===== src/rtl/vga_sync_gen.sv =====
// vga_sync_gen: free-running VGA pixel/line counters with registered hsync, vsync, video_on and frame_start.
// Latency: all outputs are registered and describe the position held in pix_x/pix_y in the same cycle.
// Flow: pix_en gates every advance, so outputs hold when it is low. frame_cnt exists only with VGA_FRAME_CNT_EN.
module vga_sync_gen #(
  parameter int H_VISIBLE = 640,
  parameter int H_FP      = 16,
  parameter int H_SYNC    = 96,
  parameter int H_BP      = 48,
  parameter int V_VISIBLE = 480,
  parameter int V_FP      = 10,
  parameter int V_SYNC    = 2,
  parameter int V_BP      = 33,
  parameter bit SYNC_POL  = 1'b0
) (
  input  logic        clk,
  input  logic        rst_n,
  input  logic        pix_en,
  output logic [10:0] pix_x,
  output logic [10:0] pix_y,
  output logic        hsync,
  output logic        vsync,
  output logic        video_on,
  output logic        frame_start
`ifdef VGA_FRAME_CNT_EN
  ,
  output logic [7:0]  frame_cnt
`endif
);

  localparam int H_TOTAL = H_VISIBLE + H_FP + H_SYNC + H_BP;
  localparam int V_TOTAL = V_VISIBLE + V_FP + V_SYNC + V_BP;

  generate
    if (H_TOTAL > 2048 || V_TOTAL > 2048) begin : g_total_check
      $error("vga_sync_gen: H_TOTAL and V_TOTAL must not exceed 2048");
    end
  endgenerate

  localparam logic [10:0] H_LAST = 11'(H_TOTAL - 1);
  localparam logic [10:0] V_LAST = 11'(V_TOTAL - 1);
  // Window bounds are 12 bits wide so an end bound of 2048 still compares correctly.
  localparam logic [11:0] H_VIS  = 12'(H_VISIBLE);
  localparam logic [11:0] HS_BEG = 12'(H_VISIBLE + H_FP);
  localparam logic [11:0] HS_END = 12'(H_VISIBLE + H_FP + H_SYNC);
  localparam logic [11:0] V_VIS  = 12'(V_VISIBLE);
  localparam logic [11:0] VS_BEG = 12'(V_VISIBLE + V_FP);
  localparam logic [11:0] VS_END = 12'(V_VISIBLE + V_FP + V_SYNC);

  logic [10:0] x_q, x_d, y_q, y_d;
  logic        hsync_q, hsync_d, vsync_q, vsync_d;
  logic        video_q, video_d, fs_q, fs_d;
  logic        hs_act, vs_act;

  // Next position, then decode of that position so the registered flags line up with the counters.
  always_comb begin
    x_d = x_q;
    y_d = y_q;
    if (pix_en) begin
      if (x_q == H_LAST) begin
        x_d = 11'd0;
        y_d = (y_q == V_LAST) ? 11'd0 : y_q + 11'd1;
      end else begin
        x_d = x_q + 11'd1;
      end
    end
    hs_act  = ({1'b0, x_d} >= HS_BEG) && ({1'b0, x_d} < HS_END);
    vs_act  = ({1'b0, y_d} >= VS_BEG) && ({1'b0, y_d} < VS_END);
    hsync_d = hs_act ? SYNC_POL : ~SYNC_POL;
    vsync_d = vs_act ? SYNC_POL : ~SYNC_POL;
    video_d = ({1'b0, x_d} < H_VIS) && ({1'b0, y_d} < V_VIS);
    // Entering (0,0) only happens when advancing from the last pixel of the frame.
    fs_d    = pix_en && (x_q == H_LAST) && (y_q == V_LAST);
  end

  // Position and decoded flags; reset parks at the last pixel so the first advance lands on (0,0).
  always_ff @(posedge clk or negedge rst_n) begin
    if (!rst_n) begin
      x_q     <= H_LAST;
      y_q     <= V_LAST;
      hsync_q <= ~SYNC_POL;
      vsync_q <= ~SYNC_POL;
      video_q <= 1'b0;
      fs_q    <= 1'b0;
    end else begin
      x_q     <= x_d;
      y_q     <= y_d;
      hsync_q <= hsync_d;
      vsync_q <= vsync_d;
      video_q <= video_d;
      fs_q    <= fs_d;
    end
  end

  assign pix_x       = x_q;
  assign pix_y       = y_q;
  assign hsync       = hsync_q;
  assign vsync       = vsync_q;
  assign video_on    = video_q;
  assign frame_start = fs_q;

`ifdef VGA_FRAME_CNT_EN
  logic [7:0] fcnt_q, fcnt_d;

  always_comb begin
    fcnt_d = fs_d ? fcnt_q + 8'd1 : fcnt_q;
  end

  // Frame counter bumps on the same edge that raises frame_start and wraps naturally at 8 bits.
  always_ff @(posedge clk or negedge rst_n) begin
    if (!rst_n) begin
      fcnt_q <= 8'd0;
    end else begin
      fcnt_q <= fcnt_d;
    end
  end

  assign frame_cnt = fcnt_q;
`endif

endmodule


===== config.mk =====
export PLATFORM = sky130hd
export DESIGN_NAME = vga_sync_gen
export DESIGN_NICKNAME = d
export VERILOG_FILES = /design/src/rtl/vga_sync_gen.sv
export SDC_FILE = /design/constraint.sdc
export NUM_CORES = 1
export LEC_CHECK = 0
export CAP_MARGIN = 20
export CORE_UTILIZATION = 25
export DETAILED_ROUTE_END_ITERATION = 10
export MAX_ROUTING_LAYER = met4
export SYNTH_ARGS = -nofsm -noshare
export SYNTH_HDL_FRONTEND = slang
export SYNTH_SLANG_ARGS = --single-unit

===== constraint.sdc =====
create_clock -name clk -period 2.2 [get_ports clk]
set_input_delay 0.55 -clock clk [delete_from_list [all_inputs] [get_ports clk]]
set_output_delay 0.55 -clock clk [all_outputs]
set_load 0.1 [all_outputs]

Word-level counts from Yosys, hierarchy flattened. Index checks and enable logic that the tools add are counted.

Add/subtract/negate cells: 2. Multiply operators: 0. Divide/modulo/power cells: 0. $lt $le $gt $ge: 6. Equal/unequal tests: 2. Shift-type cells: 0. Mux-type cells: 7. Bitwise logic cells: 0. Reductions and logical operators: 5.

Operators with widths (count): 11-bit 2-to-1 mux (5); 11-bit by 1-bit adder with 11-bit output (second input constant) (2); 11-bit by 10-bit equality test with 1-bit output (second input constant) (2); 11-bit by 10-bit < comparator with 1-bit output (second input constant) (2); 11-bit by 9-bit < comparator with 1-bit output (second input constant) (2); 11-bit by 10-bit greater-or-equal comparator with 1-bit output (second input constant) (1); 11-bit by 9-bit greater-or-equal comparator with 1-bit output (second input constant) (1); 1-bit logical AND (5); 1-bit 2-to-1 mux (2).

Flip-flop bits (word level): 26. Bits in latches: 0. Bits in writable memories: 0. ROM bits: 0. Memories kept: 0.

Logic depth before layout (Yosys ltp).
Word-level depth: 7. Gate-level depth with buffers: 9. Gate-level depth less buffers: 8.

Least setup slack after synthesis. Ideal clock, no wire load.

Path kind: flip-flop to flip-flop. Start point: reg x_q[8] (netlist: pix_x[8]). End point: reg hsync_q (netlist: hsync). Library setup time: 0.088 ns. Arrival time: 2.627 ns. Required time: 2.112 ns. Path slack: -0.516 ns. Cell stages (with the launch flop): 8. Path buffers: 1. Clock period less this slack: 2.716 ns. Cells stage by stage: dfstp_2 buf_2 or4b_4 nor4_4 a21oi_2 and3_1 or3_1 or3b_1.

Longest elaborated chain between the ends: 6. Elaborated cells on any way between the ends: 8. Those cells by class: 1 x add/sub; 2 x order compare; 1 x eq/ne; 3 x mux; 1 x reduce/logical.

Ends and longest elaborated chain: start, declared (line 49) `logic [10:0] x_q, x_d, y_q, y_d;`; start signal, assigned (line 78) `x_q <= H_LAST;`; start signal, assigned (line 85) `x_q <= x_d;`; 11-bit by 10-bit equality test with 1-bit output * (line 59) `if (x_q == H_LAST) begin`; 11-bit 2-to-1 mux * (line 59); 11-bit 2-to-1 mux * (line 58) `if (pix_en) begin`; via x_d[5] (line 49); 11-bit by 10-bit greater-or-equal comparator with 1-bit output / 11-bit by 10-bit < comparator with 1-bit output (equally long branches) (line 66) `hs_act = ({1'b0, x_d} >= HS_BEG) && ({1'b0, x_d} < HS_END);`; 1-bit logical AND * (line 66); 1-bit 2-to-1 mux * (line 68) `hsync_d = hs_act ? SYNC_POL : ~SYNC_POL;`; via hsync_d (line 50) `logic hsync_q, hsync_d, vsync_q, vsync_d;`; end signal, assigned (line 80) `hsync_q <= ~SYNC_POL;`; end signal, assigned (line 87) `hsync_q <= hsync_d;`; end, declared (line 50).

The timed path passes the listed nets; every way through them passes the cells marked *.

Worst setup path in the final report. Same ends and word-level chain as after synthesis.

==> impl_results.md <==
- Critical path origin: pix_x[8]$_DFF_PN1_
- Crit-path max cell delay: 620 ps
- Nets@finish: 233
- Failing checks: negative setup slack
- Critical-path top delay cell: dfstp_4
- Total stage count of the critical path: 6
- Pre-CTS WS: -471 ps
- Cts hold-fix bufs: 0
- LEAKAGE: 0.000990 uW
- Critical hold path startpoint: pix_y[8]$_DFF_PN0_
- Worst setup margin: -120 ps
- WP buf/inv: 0
- Peak VDD IR: between 0.001 and 0.0015 V
- Status: complete, but fails checks
- Sequential share of the synthesized area: 0.439
- Delay-heaviest family, CP: simple AND/OR/NAND/NOR gates
- Initial antenna violation count: 0
- Count leader, synth: nand2_1
- Drt drc: 0
- Avg Vias per Cell: approximately 4.7
- R2R Setup Slk: -120 ps
- Skew final: 5.13 ps
- Slew HR: 0.704
- Pwr dens: between 800 and 900 nW/um2
- Total number of H-tree levels: 1
- Cells after Synth: 165
- Crit path launch type: register
- Total wire length: 3620 um
- Syn Nets: roughly 170
- Maximum fanout along the worst path: 3
- Fmax: 431 MHz
- Area fraction of the dominant cell type after synthesis: 0.231
- Setup TNS: -120 ps
- Clock Latency Late Sink: 270 ps
- Critical Path Sink Type: register
- Pin slew with the least headroom to its limit: around 440 ps
- Worst path arrival time: 2520 ps
- R2r worst-path depth: 6
- DP Wirelength: between 2000 and 3000 um
- Min-delay worst type: reg2reg
- Total number of vias: 1395
- Synthesized flop and latch total: 26
- First-pass GRT wire length: 6130 um
- Routed length per instance: 12.2 um
- Diode count: 0
- Worst Path Required: 2400 ps
- Total track usage: 0.125
- Setup CP Type: reg2reg
- CTS tree: built
- Post-synth top cells: nand2_1, o21ai_0, dfrtp_1
- Final hold viol count: 0
- Non-Filler Instances: about 300
- CTS sink count: 26
- Mapped Area: approximately 1500 um2
- Initial core utilization: 0.267
- Worst setup path endpoint: hsync$_DFF_PN1_
- Inst Count DP: roughly 290
- Fill cells: 573
- FFs w/ async S/R, synth: 1.00
- Pre-Repair DR Iteration Count: 4
- YS warnings: 0
- Share of post-route cells with drive strength above 1: 0.407
- CTS root buf: clkbuf_8
- Die footprint: between 6000 and 7000 um2
- Core Footprint: roughly 5700 um2
- Unrepaired setup endpoints after global routing: true
- Setup Viol. Count Final: 1
- IO Pins: 29
- Synth unique cells: 41
- Clock Path Buffers: 2
- Final worst-path cycle share: 1.05
- Row cnt: 27
- Top cells by area, synth: dfrtp_1, dfstp_2, nand2_1
- Antenna Nets Post-Route: 0
- Die width: 79.9 um
- CTS buffer count: 3
- Clk slew on worst S/H paths: 100 ps
- Area growth syn-to-layout: 55.6%
- Count of input and output buffers: 28
- Max Cap Viol: 0
- R2R Path Start: pix_x[8]$_DFF_PN1_
- Height of the die: 79.9 um
- DRC marker count from the first detailed-route iteration: 118
- Post-synth top area cell: dfrtp_1
- Routability cong.: 0.862
- Endpoint of the worst register-to-register path: hsync$_DFF_PN1_
- Final Max Slew Viols: 0
- Minimum clock period: approximately 2300 ps
- Count of flip-flops with a built-in enable after synthesis: 0
- Remaining Overflow, GRT: 0
- Largest net degree at the start of global routing: 27
- Top_reg_cell synth: dfrtp_1
- Mapped Avg Cell Area: 9.18 um2
- Vias in the first global route: 1238
- CP cell instances: or4b_4 -> nor4_4 -> a21oi_2 -> and3_1 -> or3_1 -> or3b_1
## layer usage
layer | GRT usage | wire length [um] | vias to the layer above
met1 | 0.182 | 1830 | 634
met5 | - | 0 | -
met4 | 0.0214 | 15 | 0
met3 | 0.0297 | 195 | 2
li1 | - | - | 726
met2 | 0.176 | 1580 | 33
## power by group
part	internal, uW	total [uW]	switching (uW)
combinational	376	990	614
clock	198	353	155
sequential	594	657	63.0
total	1170	2000	832
## final cells by class
cell class	instances	area, um2	area share
multi-input combinational	125	808	0.343
sequential	26	691	0.293
timing repair buffer	64	676	0.287
tap	72	90.1	0.0382
clock buffer	4	66.3	0.0281
inverter	7	26.3	0.0111
## registers in the layout, summed over array words and instances, names as in the netlist
| signal | count |
|---|---|
| frame_start | 1 |
| vsync | 1 |
| pix_x | 11 |
| video_on | 1 |
| pix_y | 11 |
| hsync | 1 |
## repair_timing
action                                  4_1_cts  5_1_grt
endpoints found under the setup margin        3        5
resized for setup                             1        6
setup buffers                                 0        7
pin swaps                                     0        3
## layout by cell type, fill, tap and decap left out, drive strengths merged, types with 4 or more instances in the layout
cell    instances
a21oi           4
and3            6
buf            62
clkbuf          4
dfrtp          14
dfstp          12
inv             7
nand2          25
nand3           5
nand4           9
nor2            8
nor4            4
o21ai          16
xnor2           9
## worst min-delay path by stage
stage	endpoint	slack, ps	cells past startpoint
final	pix_y[8]$_DFF_PN0_	530	1
after floorplan	frame_start$_DFF_PN0_	250	0
after detailed placement	pix_y[8]$_DFF_PN0_	510	1
after global placement	pix_y[8]$_DFF_PN0_	510	1
after CTS	pix_y[8]$_DFF_PN0_	530	1
after global routing	pix_y[8]$_DFF_PN0_	570	1
## per-stage QoR
step           hold WS (ps)  utilization  instance area [um2]  total power [uW]
6_report                533        0.415                 2360              2000
2_1_floorplan           254            -                 1550              1240
3_5_place_dp            514        0.391                 2220              1650
4_1_cts                 530        0.403                 2290              2030
3_3_place_gp            511        0.391                 2220              1650
5_1_grt                 566        0.415                 2360              2100
## logic make-up after synthesis
group           Yosys count  synth area share
compound gates           33             0.134
xor+xnor                 12            0.0694
fa+ha+maj                 3            0.0248
buf+inv                  14            0.0372
flops                    26             0.439
mux                       3            0.0215
simple gates             74             0.274
No activity file was read; power rests on OpenSTA's default activity.
==> RTL edit, RTL diff (same settings) <==
Set the parameter `SYNC_POL` to 1'b1 (it was 1'b0).
--- a/src/rtl/vga_sync_gen.sv
+++ b/src/rtl/vga_sync_gen.sv
@@ -10,7 +10,7 @@
   parameter int V_FP      = 10,
   parameter int V_SYNC    = 2,
   parameter int V_BP      = 33,
-  parameter bit SYNC_POL  = 1'b0
+  parameter bit SYNC_POL  = 1'b1
 ) (
   input  logic        clk,
   input  logic        rst_n,
Behaviour: not the same (Yosys sat finds a counterexample within 4 cycles, from zero or initial values and one cycle with rst_n low).
==> RTL edit against the original RTL <==
The run still ends with setup timing left. Synthesized cell count is 5.5% higher. Sequential cell count stayed put. Critical path depth stayed put. Sequential share of layout area is 1.5 points lower. Combinational power is 4.8% lower. Wire length is 19% higher. Synthesized area is 4.1% higher. Final area is 4.2% higher. Power is 3.9% lower. Core utilization is 0.52 points lower. Setup slack better by 0.098 ns. Count of clock-buffer cells in the layout stayed put. Critical path type unchanged. Critical endpoint is now vsync.
==> RTL edit: results (changes against the original RTL) <==
- Power of the combinational group: 0.942 mW (was 0.990 mW)
- Number of unique standard cell types used by synthesis: 44 (was 41)
- Kind of cell with the highest combined delay on the critical path: simple AND/OR/NAND/NOR gates (unchanged)
- Share of total power consumed by net switching: 45.52% (was 41.62%)
- Arr. time, crit path: 2.38 ns (was 2.52 ns)
- FILL cells: 587 (was 573)
- Synth cell count leaders: sky130_fd_sc_hd__nand2_1 (17), sky130_fd_sc_hd__dfrtp_1 (16), sky130_fd_sc_hd__nand3_1 (11) (was sky130_fd_sc_hd__nand2_1 (25), sky130_fd_sc_hd__o21ai_0 (16), sky130_fd_sc_hd__dfrtp_1 (14))
- Wire length of the first global-routing pass: 7148 µm (was 6127 µm)
- Number of setup buffers added after CTS: 2 (was 0)
- Share of the synthesized netlist area taken by xor and xnor gates: 7.216% (was 6.936%)
- Iteration-0 DRC Markers: 186 (was 118)
- Fraction of the mapped netlist area in compound gates: 13.24% (was 13.38%)
- Yosys warning count: 0 (unchanged)
- Max-Slew Margin vs Limit: 68.19% (was 70.41%)
- Share of synthesized area occupied by flip-flops and latches: 42.03% (was 43.93%)
- Number of global-route vias before repair: 1428 (was 1238)
- Hold wc startpoint: pix_y[2] (was pix_y[8])
- Routability congestion estimate from global placement: 0.7826 (was 0.8620)
- Net count after synthesis: 180 (was 171)
- Peak supply drop: 0.6506 mV (was 1.171 mV)
- Tot Pwr: 1.922 mW (was 2.000 mW)
- Dominant cells by area after synthesis: sky130_fd_sc_hd__dfrtp_1 (25%), sky130_fd_sc_hd__dfstp_2 (17%), sky130_fd_sc_hd__xnor2_1 (5.6%) (was sky130_fd_sc_hd__dfrtp_1 (23%), sky130_fd_sc_hd__dfstp_2 (21%), sky130_fd_sc_hd__nand2_1 (6.2%))
- Violated checks: setup timing (unchanged)
- Worst min-delay path class: flop to flop (unchanged)
- CP max FO: 4 (was 3)
- Status: complete, but fails checks (unchanged)
- Capturing instance or port of the critical path: vsync (was hsync)
- Final WL: 4296 µm (was 3621 µm)
- Worst clock skew on the final layout: 0.009424 ns (was 0.005133 ns)
- Final HPWL from detailed placement: 2979 µm (was 2710 µm)
- Min setup slack post-route: -0.02124 ns (was -0.1197 ns)
- Minimum setup slack after placement: -0.2591 ns (was -0.4715 ns)
- Clk Latency, worst-skew pair: 0.27 ns (about the same)
- Synth Area in Adders: 2.379% (was 2.477%)
- FFs w/ async S/R, synth: 100.0% (unchanged)
- Layout cells sized above 1: 47.64% (was 40.71%)
- Via count normalized by instance count: 4.893 (was 4.681)
- Total global routing track utilization: 14.28% (was 12.50%)
- Hold EP: pix_y[2] (was pix_y[8])
- Number of failing setup endpoints in the final timing report: 2 (was 1)
- Sum of negative setup slack: -0.03885 ns (was -0.1197 ns)
- Total Nets Final: 240 (was 233)
- Hold path depth: 2 (was 1)
- Power in sequential cells: 0.699 mW (was 0.657 mW)
- CTS buffer count: 3 (unchanged)
- Mux contribution to synthesized area: 1.348% (was 2.147%)
- Lkg Pwr: 1.006 nW (was 0.9905 nW)
- Count of instances resized after the clock tree is built: 9 (was 1)
## RTL edit: final cells by class
class                      instances  area (µm²)  share of cell area (%)
timing repair buffer              66       658.1                   26.78
multi-input combinational        131       955.9                   38.90
tap                               75       93.84                   3.819
inverter                           6       22.52                  0.9165
clock buffer                       4       45.04                   1.833
sequential                        26       681.9                   27.75
## RTL edit: per-layer routing
layer	share of wire, %	vias to the layer above	track usage [%]	routed length (µm)
met5	0	-	-	0
met1	47	722	20.29	2038
met4	0.86	0	4.286	37
met3	4.9	6	1.889	209
met2	47	30	20.92	2010
li1	-	749	-	-
## RTL edit: per-stage QoR
stage          instance area (µm²)  hold slack (ns)  std cells
2_1_floorplan                 1607           0.2544        174
3_3_place_gp                  2253           0.5176        298
3_5_place_dp                  2253           0.5274        298
4_1_cts                       2360           0.5404        306
5_1_grt                       2457           0.5802        308
6_report                      2457           0.5573        308
